[src/rtl/color_move_ctrl.sv]
`default_nettype none
// ----------------------------------------------------------------------------
// color_move_ctrl : bounces the colour-window origin around the active area,
//                   committing new positions only at frame starts.  Rev 1.0
// ----------------------------------------------------------------------------
module color_move_ctrl #(
   parameter int H_DIS     = 1280,
   parameter int V_DIS     = 720,
   parameter int WIN_H     = 320,
   parameter int WIN_V     = 180,
   parameter int STEP_W    = 4,
   parameter bit VS_POL    = 1'b1,
   parameter int FRAME_DIV = 1
)(
   input  logic              i_clk,
   input  logic              i_rst,
   input  logic              i_vs,
   input  logic              i_en,
   input  logic [STEP_W-1:0] i_step_x,
   input  logic [STEP_W-1:0] i_step_y,
   input  logic              i_cfg_load,
   input  logic [10:0]       i_cfg_x0,
   input  logic [10:0]       i_cfg_y0,
   output logic [10:0]       o_start_x,
   output logic [10:0]       o_start_y,
   output logic              o_dir_x,
   output logic              o_dir_y,
   output logic              o_frame_tick,
   output logic              o_bounce,
   output logic              o_busy
);

   localparam logic [10:0] X_MAX = 11'(H_DIS - WIN_H);
   localparam logic [10:0] Y_MAX = 11'(V_DIS - WIN_V);
   localparam int DIV_W = (FRAME_DIV > 1) ? $clog2(FRAME_DIV) : 1;
   localparam logic [DIV_W-1:0] DIV_LAST = DIV_W'(FRAME_DIV - 1);

   typedef enum logic [1:0] {
      IDLE = 2'd0,
      RUN  = 2'd1,
      LOAD = 2'd2
   } state_t;

   state_t           state;
   logic             vs_d1;
   logic             vs_d2;
   logic [DIV_W-1:0] div_cnt;
   logic [10:0]      pend_x;
   logic [10:0]      pend_y;
   logic [12:0]      nxt_x;
   logic [12:0]      nxt_y;

   // Returns {bounce, dir, pos}; a zero step or a zero limit leaves the axis untouched.
   function automatic logic [12:0] step_axis(
      input logic [10:0]       pos,
      input logic              dir,
      input logic [STEP_W-1:0] step,
      input logic [10:0]       lim
   );
      logic [11:0] sum;
      sum = {1'b0, pos} + 12'(step);
      if (lim == 11'd0 || step == '0)
         step_axis = {1'b0, dir, pos};
      else if (!dir) begin
         if (sum >= {1'b0, lim})
            step_axis = {1'b1, 1'b1, lim};
         else
            step_axis = {1'b0, 1'b0, sum[10:0]};
      end else begin
         if (pos <= 11'(step))
            step_axis = {1'b1, 1'b0, 11'd0};
         else
            step_axis = {1'b0, 1'b1, pos - 11'(step)};
      end
   endfunction

   always_comb begin
      nxt_x = step_axis(o_start_x, o_dir_x, i_step_x, X_MAX);
      nxt_y = step_axis(o_start_y, o_dir_y, i_step_y, Y_MAX);
   end

   always_ff @(posedge i_clk or posedge i_rst) begin
      if (i_rst) begin
         state        <= IDLE;
         vs_d1        <= 1'b0;
         vs_d2        <= 1'b0;
         div_cnt      <= '0;
         pend_x       <= '0;
         pend_y       <= '0;
         o_start_x    <= '0;
         o_start_y    <= '0;
         o_dir_x      <= 1'b0;
         o_dir_y      <= 1'b0;
         o_frame_tick <= 1'b0;
         o_bounce     <= 1'b0;
         o_busy       <= 1'b0;
      end else begin
         vs_d1        <= (i_vs == VS_POL);
         vs_d2        <= vs_d1;
         o_frame_tick <= vs_d1 & ~vs_d2;
         o_bounce     <= 1'b0;

         if (o_frame_tick) begin
            if (state == LOAD) begin
               // A load arriving on the tick itself is deferred to the following tick.
               if (!i_cfg_load) begin
                  o_start_x <= pend_x;
                  o_start_y <= pend_y;
                  o_dir_x   <= 1'b0;
                  o_dir_y   <= 1'b0;
                  o_busy    <= 1'b0;
                  div_cnt   <= '0;
                  state     <= i_en ? RUN : IDLE;
               end
            end else if (div_cnt == DIV_LAST) begin
               div_cnt <= '0;
               if (i_en) begin
                  o_start_x <= nxt_x[10:0];
                  o_dir_x   <= nxt_x[11];
                  o_start_y <= nxt_y[10:0];
                  o_dir_y   <= nxt_y[11];
                  o_bounce  <= nxt_x[12] | nxt_y[12];
                  state     <= RUN;
               end else begin
                  state <= IDLE;
               end
            end else begin
               div_cnt <= div_cnt + DIV_W'(1);
            end
         end

         if (i_cfg_load) begin
            pend_x <= (i_cfg_x0 > X_MAX) ? X_MAX : i_cfg_x0;
            pend_y <= (i_cfg_y0 > Y_MAX) ? Y_MAX : i_cfg_y0;
            o_busy <= 1'b1;
            state  <= LOAD;
         end
      end
   end

endmodule
`default_nettype wire

[config.mk]
export PLATFORM = sky130hd
export DESIGN_NAME = color_move_ctrl
export DESIGN_NICKNAME = d
export VERILOG_FILES = /design/src/rtl/color_move_ctrl.sv
export SDC_FILE = /design/constraint.sdc
export NUM_CORES = 1
export LEC_CHECK = 0
export ABC_CLOCK_PERIOD_IN_PS = 3050
export CORE_ASPECT_RATIO = 0.75
export CORE_UTILIZATION = 54
export CTS_BUF_LIST = sky130_fd_sc_hd__clkbuf_16
export CTS_CLUSTER_DIAMETER = 40
export CTS_CLUSTER_SIZE = 30
export DETAILED_ROUTE_END_ITERATION = 6
export PLACE_DENSITY = 0.83
export SETUP_SLACK_MARGIN = 0.15
export SYNTH_ARGS = -nofsm -noshare
export SYNTH_HDL_FRONTEND = slang
export SYNTH_SLANG_ARGS = --single-unit
[constraint.sdc]
create_clock -name i_clk -period 3.05 [get_ports i_clk]
set_input_delay 0.4575 -clock i_clk [delete_from_list [all_inputs] [get_ports i_clk]]
set_output_delay 0.4575 -clock i_clk [all_outputs]
set_load 0.1 [all_outputs]
==> results.md, run 1 <==
- I/O pin count: 62
- RSZ-0062 raised after global routing: yes
- Fin. Hold Viols: 0
- Gpl congestion: 0.9324
- Starting density of the core: 57.16%
- Tot Pwr: 4066 uW
- Most frequent cells in the layout: 93 x buf_4, 54 x nand2_1, 46 x dfrtp_1, 44 x nor2_1, 33 x clkdlybuf4s50_1
- Pin count of the biggest net entering global routing: 35
- Via count: 4300
- # setup viols final: 0
- Worst R2R Setup Slack: 0.35 ns
- WL/cell: 18.28 um
- Synthesis-to-finish area growth: 31.89%
- Simple-gate share of the synthesized area: 23.22%
- Yosys top cell area share: 33.18%
- Crit. End Element: flip-flop
- # H-tree levels: 2
- Final Skew: 0.004698 ns
- Die width: 101.4 um
- Hold_buf cts: 0
- Hold Path Class: flip-flop to flip-flop
- Synth Area in Compound Gates: 25.29%
- Mux contribution to synthesized area: 1.565%
- WL final: 12580 um
- Worst slew pin tran: 0.7214 ns
- Number of global-route vias before repair: 4098
- Final #Nets: 644
- Synth area leader: dfrtp_1
- Clock Path Buffers: 2
- Max-Cap Viols: 0
- Cells after Synth: 483
- Die H: 76.52 um
- Max_slew headroom: 51.83%
- Yosys reg bits: 53
- Clock tree from TritonCTS: built
- EDFF count, synth: 0
- Critical path data required time: 3.27 ns
- Number of DRC markers in iteration 0: 527
- Top FF cell, synth: dfrtp_1
- Max Clk Rate: 0.3525 GHz
- Arr. time, crit path: 3.06 ns
- Post-synth ARST share: 100.0%
- Die Area: 7755 um2
- Final worst-path cycle share: 93.01%
- Router iterations before antenna repair: 5
- Sequential fraction of the synthesis area: 33.18%
- Clock latency on the worst-skew pair: 0.29 ns
- Power per cell area: 771.2 nW/um2
- Mapped Nets: 538
- Post-detail-place hpwl: 9687 um
- Placed cell area: 5022 um2
- Crit-path max FO: 7
- Proportion of layout cells with a drive suffix above 1: 24.07%
- All-layer global routing usage: 33.64%
- Number of routed nets with antenna violations: 0
- # diodes: 0
- Congestion Overflow GR: 0
- Avg Inst Size Synth: 8.277 um2
- Final Instance Area: 5273 um2
- Largest family of logic cells by synthesized area: compound AO/OA/AOI/OAI gates
- Worst Setup Start Kind: input pin
- Avg Vias per Cell: 6.250
- Yosys warnings: 0
- Final Critical Period: 2.837 ns
- Slew Limit Fails: 0
- Global-route wire length before repair: 20270 um
- Adder-Cell Fraction of Synth Area: 7.011%
- Num CTS Buffers: 5
- Most common cell after layout, fill and taps aside: buf_4
- Status: complete, no violations
- Synth Cell Area: 3998 um2
- Cell variety after synth: 77
- Root Buffer Master: clkbuf_16
- Port buffer count: 61
- Clock sink total: 53
- Setup TNS: 0 ns
- Ranking of synthesized cells by area: dfrtp_1 33%, nand2_1 5.2%, ha_1 5.0%, nor2_1 4.3%, o21ai_0 4.0%
- Kind of critical path: input pin to flip-flop
- XOR/XNOR Fraction of Synth Area: 3.067%
- Clock transition at path regs: 0.08 ns
- Initial antenna violation count: 0
- P_leak: 0.002308 uW
- CORE AREA: 6994 um2
- DRC viols: 0
- Max rail drop VDD: 0.0003725 V
- # rows: 26
final cells by class:
type | instances | area (um2)
clock buffers | 5 | 125.1
fillers | 498 | 1722
multi-input cells | 369 | 2477
repair buffers | 127 | 1041
well taps | 98 | 122.6
inverters | 33 | 123.9
flip-flops and latches | 53 | 1335
clock inverters | 3 | 47.55
path summary, 6_finish.rpt:
| check | startpoint | end | depth (start not counted) |
|---|---|---|---|
| setup / recovery | i_step_y[0] | o_start_y[3]$_DFFE_PP0P_ | 11 |
| hold / removal | vs_d1$_DFF_PP0_ | vs_d2$_DFF_PP0_ | 0 |
| setup reg to reg | o_start_x[0]$_DFFE_PP0P_ | o_start_x[3]$_DFFE_PP0P_ | 11 |
| hold reg to reg | vs_d1$_DFF_PP0_ | vs_d2$_DFF_PP0_ | 0 |
| max in group asynchronous | i_rst | pend_y[5]$_DFFE_PP0P_ | 3 |
| min in group asynchronous | i_rst | o_start_x[4]$_DFFE_PP0P_ | 2 |
cells by family (layout without fill, tap and decap cells):
kind of cell	Yosys count	count (layout)
simple gates	187	187
compound gates	142	142
buf+inv	61	168
flops	53	53
fa+ha+maj	20	20
xor+xnor	14	14
mux	6	6
power breakdown:
group	internal [uW]	total [uW]	leakage, uW	switching (uW)
Clock	394	673	0.0000848	279
Sequential	814	1010	0.000644	198
Combinational	857	2380	0.00158	1520
flip-flops by register name, indices dropped and copies added, names as in the netlist:
name	cells
o_start_x	11
o_start_y	11
pend_x	11
pend_y	11
state	2
o_bounce	1
o_busy	1
o_dir_x	1
o_dir_y	1
o_frame_tick	1
vs_d1	1
vs_d2	1
cell usage after synthesis (5+ instances only):
cell       n
nand2_1   55
dfrtp_1   53
nor2_1    46
inv_1     32
o21ai_0   32
a21oi_1   27
nand3_1   18
ha_1      16
clkbuf_1  15
xnor2_1   13
nor2b_1   12
a21o_1     9
buf_2      8
nor3_1     8
o22a_1     8
and3_1     7
nand4_1    6
o22ai_1    6
or3_1      6
nand2b_1   5
nor4_1     5
o211ai_1   5
stage by stage:
stage	worst slack, ns	utilization (%)	hold slack, ns	std cells
2_1_floorplan	0.1674	-	0.3465	483
4_1_cts	0.1411	74.36	0.3701	686
5_1_grt	0.1217	75.38	0.3978	688
3_5_place_dp	-0.2318	71.81	0.3589	678
6_report	0.2132	75.38	0.3721	688
3_3_place_gp	-0.08632	71.81	0.3523	678
critical path, stage by stage:
cell	delay [ns]
clkdlybuf4s50_1	0.43
ha_1	0.24
fa_1	0.46
nand2b_4	0.12
a21o_1	0.13
or3_1	0.13
o311ai_1	0.11
a41o_1	0.28
and2_4	0.20
a2111o_1	0.42
nand4_1	0.09
what timing repair did:
| item | in CTS | in global routing |
|---|---|---|
| pin swaps | 0 | 5 |
| endpoints found under the setup margin | 2 | 17 |
| buffers inserted | 0 | 2 |
| gates resized for setup | 3 | 13 |
metal layers:
metal,global-route usage (%),part of all wire (%),up-vias
li1,-,-,1934
met1,50.91,45,2016
met2,47.82,41,310
met3,8.349,12,40
met4,7.681,2.1,0
met5,0,0,-
(Power assumes the default switching activity.)
==> run 2: changes to the inputs <==
--- a/config.mk
+++ b/config.mk
@@ -9,7 +9,6 @@
 export CORE_ASPECT_RATIO = 0.75
 export CORE_UTILIZATION = 54
 export CTS_BUF_LIST = sky130_fd_sc_hd__clkbuf_16
-export CTS_CLUSTER_DIAMETER = 40
 export CTS_CLUSTER_SIZE = 30
 export DETAILED_ROUTE_END_ITERATION = 6
 export PLACE_DENSITY = 0.83
==> constraint.sdc (replaced) <==
create_clock -name i_clk -period 3.05 [get_ports i_clk]
set_input_delay 0.4575 -clock i_clk [delete_from_list [all_inputs] [get_ports i_clk]]
set_output_delay 0.4575 -clock i_clk [all_outputs]
set_load 0.05 [all_outputs]
==> results.md, run 2 (same netlist as run 1, synthesis figures left out) <==
- Avg Vias per Cell: 6.173 (was 6.250)
- Number of global-route vias before repair: 3967 (was 4098)
- # H-tree levels: 2 (unchanged)
- Router iterations before antenna repair: 5 (unchanged)
- Final #Nets: 649 (was 644)
- Initial antenna violation count: 0 (unchanged)
- Power per cell area: 704.2 nW/um2 (was 771.2 nW/um2)
- Kind of critical path: input pin to flip-flop (unchanged)
- # setup viols final: 0 (unchanged)
- # rows: 26 (unchanged)
- Crit-path max FO: 8 (was 7)
- Dpl cells: 683 (was 678)
- Arr. time, crit path: 3.06 ns (about the same)
- Crit. End Element: flip-flop (unchanged)
- Die H: 76.52 um (unchanged)
- CORE AREA: 6994 um2 (unchanged)
- Hold Path Class: flip-flop to flip-flop (unchanged)
- Clock sink total: 53 (unchanged)
- Congestion Overflow GR: 0 (unchanged)
- Worst R2R Setup Slack: 0.30 ns (was 0.35 ns)
- Final worst-path cycle share: 92.53% (was 93.01%)
- Global-route wire length before repair: 20260 um (was 20270 um)
- Largest stage delay, worst path: 0.49 ns (was 0.46 ns)
- Crit-path cells: clkdlybuf4s50_1 > inv_1 > ha_1 > nand2b_4 > a2111oi_4 > a211o_2 > nand2_1 > mux2_2 > o21a_4 > a221o_1 > nand3_1 (was clkdlybuf4s50_1 > ha_1 > fa_1 > nand2b_4 > a21o_1 > or3_1 > o311ai_1 > a41o_1 > and2_4 > a2111o_1 > nand4_1)
- Fin. Hold Viols: 0 (unchanged)
- Met3 wire length: 1638 um (was 1476 um)
- Final Critical Period: 2.822 ns (was 2.837 ns)
- Number of DRC markers in iteration 0: 445 (was 527)
- Synthesis-to-finish area growth: 35.52% (was 31.89%)
- Max-Cap Viols: 0 (unchanged)
- CP Buf/Inv Count: 2 (was 1)
- Most common cell after layout, fill and taps aside: buf_4 (unchanged)
- RSZ-0062 raised after global routing: no (was yes)
- Final cell count without fillers: 692 (was 688)
- P_leak: 0.002300 uW (was 0.002308 uW)
- Critical path data required time: 3.29 ns (was 3.27 ns)
- Root Buffer Master: clkbuf_16 (unchanged)
- Status: complete, no violations (unchanged)
- Gpl congestion: 0.9533 (was 0.9324)
- Clock tree from TritonCTS: built (unchanged)
- Max Clk Rate: 0.3543 GHz (was 0.3525 GHz)
- Starting density of the core: 57.16% (unchanged)
- Most frequent cells in the layout: 70 x buf_4, 60 x clkdlybuf4s50_1, 55 x nand2_1, 52 x dfrtp_1, 44 x nor2_1 (was 93 x buf_4, 54 x nand2_1, 46 x dfrtp_1, 44 x nor2_1, 33 x clkdlybuf4s50_1)
- All-layer global routing usage: 33.71% (was 33.64%)
- Worst slew pin tran: 0.5104 ns (was 0.7214 ns)
- # diodes: 0 (unchanged)
- WL final: 12580 um (about the same)
- Metal1 wirelength: 5753 um (was 5667 um)
- Slew Limit Fails: 0 (unchanged)
- Post-detail-place hpwl: 9516 um (was 9687 um)
- Pin count of the biggest net entering global routing: 54 (was 35)
- I/O pin count: 62 (unchanged)
- Max rail drop VDD: 0.0003820 V (was 0.0003725 V)
- Port buffer count: 61 (unchanged)
- Hold_ws: 0.3758 ns (was 0.3721 ns)
- Die width: 101.4 um (unchanged)
- Number of routed nets with antenna violations: 0 (unchanged)
- Hold_buf cts: 0 (unchanged)
- Met2 wire len: 5071 um (was 5168 um)
- WL/cell: 18.18 um (was 18.28 um)
- Clock latency on the worst-skew pair: 0.30 ns (was 0.29 ns)
- Proportion of layout cells with a drive suffix above 1: 20.03% (was 24.07%)
- Gate family responsible for the most delay along the worst path: compound AO/OA/AOI/OAI gates (unchanged)
- Max_slew headroom: 65.86% (was 51.83%)
- Via count: 4272 (was 4300)
- Clock Path Buffers: 2 (unchanged)
- Worst Setup Start Kind: input pin (unchanged)
- Final Skew: 0.007269 ns (was 0.004698 ns)
- Die Area: 7755 um2 (unchanged)
- DRC viols: 0 (unchanged)
- Num CTS Buffers: 5 (unchanged)
- Clock transition at path regs: 0.08 ns (about the same)
- Top Metal Used: met4 (unchanged)
- Slowest cell on crit path: clkdlybuf4s50_1 (was fa_1)
==> run 2: cell types whose count changed in the layout (fill, tap and decap cells not counted), sizes merged <==
cell	delta
buf	-22
clkdlybuf4s50	+27
inv	-1
==> run 2: worst paths after layout <==
check	from	cells after the start	to
hold / removal	vs_d1$_DFF_PP0_	0	vs_d2$_DFF_PP0_
setup / recovery	i_step_x[1]	11	o_start_x[6]$_DFFE_PP0P_
min in group asynchronous	i_rst	3	o_dir_y$_DFFE_PP0P_
max in group asynchronous	i_rst	3	pend_y[7]$_DFFE_PP0P_
setup reg to reg	o_start_x[0]$_DFFE_PP0P_	12	o_start_x[6]$_DFFE_PP0P_
hold reg to reg	vs_d1$_DFF_PP0_	0	vs_d2$_DFF_PP0_
==> run 2: worst register-to-register path, stage by stage, from the launching register on <==
cell and delay [ns]:
dfrtp_2 0.45, ha_2 0.21, inv_1 0.09, fa_2 0.20
nor2_1 0.06, o311a_2 0.35, buf_4 0.15, nor3b_1 0.19
a21oi_1 0.09, o22a_1 0.23, o21a_4 0.27, a221o_1 0.33
nand3_1 0.09
==> run 2: power by group <==
part | switching [uW] | total (uW) | leakage, uW | internal, uW
Combinational | 1250 | 2180 | 0.00157 | 936
Sequential | 158 | 967 | 0.000651 | 809
Clock | 279 | 666 | 0.0000803 | 387
==> run 2: final cells by class <==
cell class | instances | area (um2)
Multi-Input combinational cell | 369 | 2521
Fill cell | 476 | 1577
Sequential cell | 53 | 1328
Timing Repair Buffer | 132 | 1159
Clock buffer | 5 | 125.1
Inverter | 33 | 123.9
Tap cell | 98 | 122.6
Clock inverter | 2 | 38.79
==> run 2: repair_timing <==
item | in CTS | in global routing
buffers inserted | 1 | 1
endpoints found under the setup margin | 3 | 19
gates resized for setup | 2 | 25
pin swaps | 2 | 9
==> run 2: per-stage QoR <==
stage                     total power [uW]  setup slack (ns)  setup TNS [ns]  utilization (%)  instance area, um2
final                                 3815            0.2279               0            77.46                5418
after global routing                  4010            0.1359               0            77.46                5418
after CTS                             3653            0.1519               0            75.74                5298
after detailed placement              2983           -0.2406          -1.830            73.20                5120
after global placement                2948           -0.1066         -0.5157            73.20                5120
after floorplan                       2244            0.1714               0                -                3999
==> run 2: routing by layer <==
layer,vias up,track usage [%]
li1,1954,-
met1,2001,53.02
met2,298,45.24
met3,19,10.83
met4,0,4.638
met5,-,0
==> run 3: changes to the inputs <==
--- a/config.mk
+++ b/config.mk
@@ -6,7 +6,7 @@
 export NUM_CORES = 1
 export LEC_CHECK = 0
 export ABC_CLOCK_PERIOD_IN_PS = 3050
-export CORE_ASPECT_RATIO = 0.75
+export CORE_ASPECT_RATIO = 1.25
 export CORE_UTILIZATION = 54
 export CTS_BUF_LIST = sky130_fd_sc_hd__clkbuf_16
 export CTS_CLUSTER_SIZE = 30
==> results.md, run 3 (same netlist as run 1, synthesis figures left out) <==
- Clock Path Buffers: 2 (unchanged)
- Via count: 4224 (was 4272)
- Synthesis-to-finish area growth: 35.27% (was 35.52%)
- Most frequent cells in the layout: 62 x buf_4, 60 x clkdlybuf4s50_1, 55 x nand2_1, 52 x dfrtp_1, 43 x nor2_1 (was 70 x buf_4, 60 x clkdlybuf4s50_1, 55 x nand2_1, 52 x dfrtp_1, 44 x nor2_1)
- Clock transition at path regs: 0.07 ns (was 0.08 ns)
- Tot Pwr: 3782 uW (was 3815 uW)
- Max-Cap Viols: 0 (unchanged)
- Number of global-route vias before repair: 4155 (was 3967)
- Worst slew pin tran: 0.6605 ns (was 0.5104 ns)
- Pin count of the biggest net entering global routing: 31 (was 54)
- Max Clk Rate: 0.3502 GHz (was 0.3543 GHz)
- Router iterations before antenna repair: 5 (unchanged)
- Largest stage delay, worst path: 0.49 ns (about the same)
- Status: complete, no violations (unchanged)
- Slew Limit Fails: 0 (unchanged)
- Worst Setup Start Kind: input pin (unchanged)
- # setup viols final: 0 (unchanged)
- Clock latency on the worst-skew pair: 0.29 ns (was 0.30 ns)
- Critical path data required time: 3.28 ns (was 3.29 ns)
- Congestion Overflow GR: 0 (unchanged)
- Starting density of the core: 56.61% (was 57.16%)
- All-layer global routing usage: 33.76% (was 33.71%)
- Die H: 98.20 um (was 76.52 um)
- CORE AREA: 7062 um2 (was 6994 um2)
- Number of DRC markers in iteration 0: 434 (was 445)
- Arr. time, crit path: 3.09 ns (was 3.06 ns)
- Root Buffer Master: clkbuf_16 (unchanged)
- Fin. Hold Viols: 0 (unchanged)
- Max_slew headroom: 55.91% (was 65.86%)
- Hold Path Class: flip-flop to flip-flop (unchanged)
- Final worst-path cycle share: 93.64% (was 92.53%)
- Crit-path cells: clkdlybuf4s50_1 > inv_1 > ha_4 > nand2b_4 > a2111oi_2 > a211o_2 > nand2_1 > mux2_4 > o21a_4 > a221o_1 > nand3_1 (was clkdlybuf4s50_1 > inv_1 > ha_1 > nand2b_4 > a2111oi_4 > a211o_2 > nand2_1 > mux2_2 > o21a_4 > a221o_1 > nand3_1)
- Port buffer count: 61 (unchanged)
- Crit-path max FO: 8 (unchanged)
- Gpl congestion: 0.9441 (was 0.9533)
- Slowest cell on crit path: clkdlybuf4s50_1 (unchanged)
- # rows: 34 (was 26)
- Avg Vias per Cell: 6.239 (was 6.173)
- Proportion of layout cells with a drive suffix above 1: 20.61% (was 20.03%)
- # H-tree levels: 2 (unchanged)
- Die Area: 7753 um2 (was 7755 um2)
- Power per cell area: 699.3 nW/um2 (was 704.2 nW/um2)
- DRC viols: 0 (unchanged)
- WL/cell: 18.46 um (was 18.18 um)
- Pre-CTS setup slack: -0.2320 ns (was -0.2406 ns)
- Final Skew: 0.005293 ns (was 0.007269 ns)
- Global-route wire length before repair: 20410 um (was 20260 um)
- Clock tree from TritonCTS: built (unchanged)
- Kind of critical path: input pin to flip-flop (unchanged)
- # diodes: 0 (unchanged)
- Post-detail-place hpwl: 9375 um (was 9516 um)
- Max rail drop VDD: 0.0004010 V (was 0.0003820 V)
- Crit. End Element: flip-flop (unchanged)
- P_leak: 0.002279 uW (was 0.002300 uW)
- Clock sink total: 53 (unchanged)
- Final worst slack: 0.1941 ns (was 0.2279 ns)
- Die width: 78.96 um (was 101.4 um)
- Final Critical Period: 2.856 ns (was 2.822 ns)
- Number of routed nets with antenna violations: 0 (unchanged)
- Num CTS Buffers: 5 (unchanged)
- WL final: 12500 um (was 12580 um)
- Most common cell after layout, fill and taps aside: buf_4 (unchanged)
- Initial antenna violation count: 0 (unchanged)
- Final #Nets: 641 (was 649)
- I/O pin count: 62 (unchanged)
- RSZ-0062 raised after global routing: no (unchanged)
run 3: final timing paths:
path	start	to	slack [ns]	cells past startpoint
setup / recovery	i_step_x[1]	o_start_x[6]$_DFFE_PP0P_	0.19	11
hold / removal	vs_d1$_DFF_PP0_	vs_d2$_DFF_PP0_	0.38	0
setup reg to reg	o_start_x[0]$_DFFE_PP0P_	o_start_x[3]$_DFFE_PP0P_	0.30	11
hold reg to reg	vs_d1$_DFF_PP0_	vs_d2$_DFF_PP0_	0.38	0
max in group asynchronous	i_rst	o_start_x[6]$_DFFE_PP0P_	1.92	3
min in group asynchronous	i_rst	vs_d2$_DFF_PP0_	0.57	2
run 3: cell type report:
type                       count  area [um2]
clock buffer                   5       125.1
fill                         530        1654
timing repair buffer         124        1099
sequential                    53        1328
multi-input combinational    369        2570
inverter                      33       123.9
clock inverter                 3       50.05
tap                           90       112.6
run 3: routing by layer:
layer  track usage, %  wire length [um]  vias up
li1                 -                 -     1942
met4            15.52               561        0
met3            5.234               847       57
met5                0                 0        -
met1            43.68              5088     2031
met2            55.25              6001      194
run 3: critical path: cells and delay by family:
kind                       cells  cell delay [ns]
muxes                          1             0.33
AOI/OAI and AO/OA              4             1.15
buffers and inverters          2             0.59
and+or+nand+nor                3             0.31
adders and majority gates      1             0.23
run 3: per-stage QoR:
step / area [um2] / util, % / instances / hold slack, ns / TNS (ns)
2_1_floorplan: 3999 / - / 483 / 0.3465 / 0
3_3_place_gp: 5035 / 71.30 / 665 / 0.3546 / -1.267
3_5_place_dp: 5035 / 71.30 / 665 / 0.3622 / -2.353
4_1_cts: 5219 / 73.90 / 673 / 0.3790 / 0
5_1_grt: 5408 / 76.58 / 677 / 0.3997 / 0
6_report: 5408 / 76.58 / 677 / 0.3766 / 0
run 3: report_power, final:
group          total [uW]  switching, uW  leakage [uW]  internal, uW
Combinational        2100           1170       0.00154           931
Sequential           1020            207      0.000651           808
Clock                 662            268     0.0000859           395
run 3: repair_timing:
item,CTS,global route
setup buffers,0,4
endpoints found under the setup margin,6,20
pin swaps,3,14
hold buffers,0,0
gates resized for setup,3,32
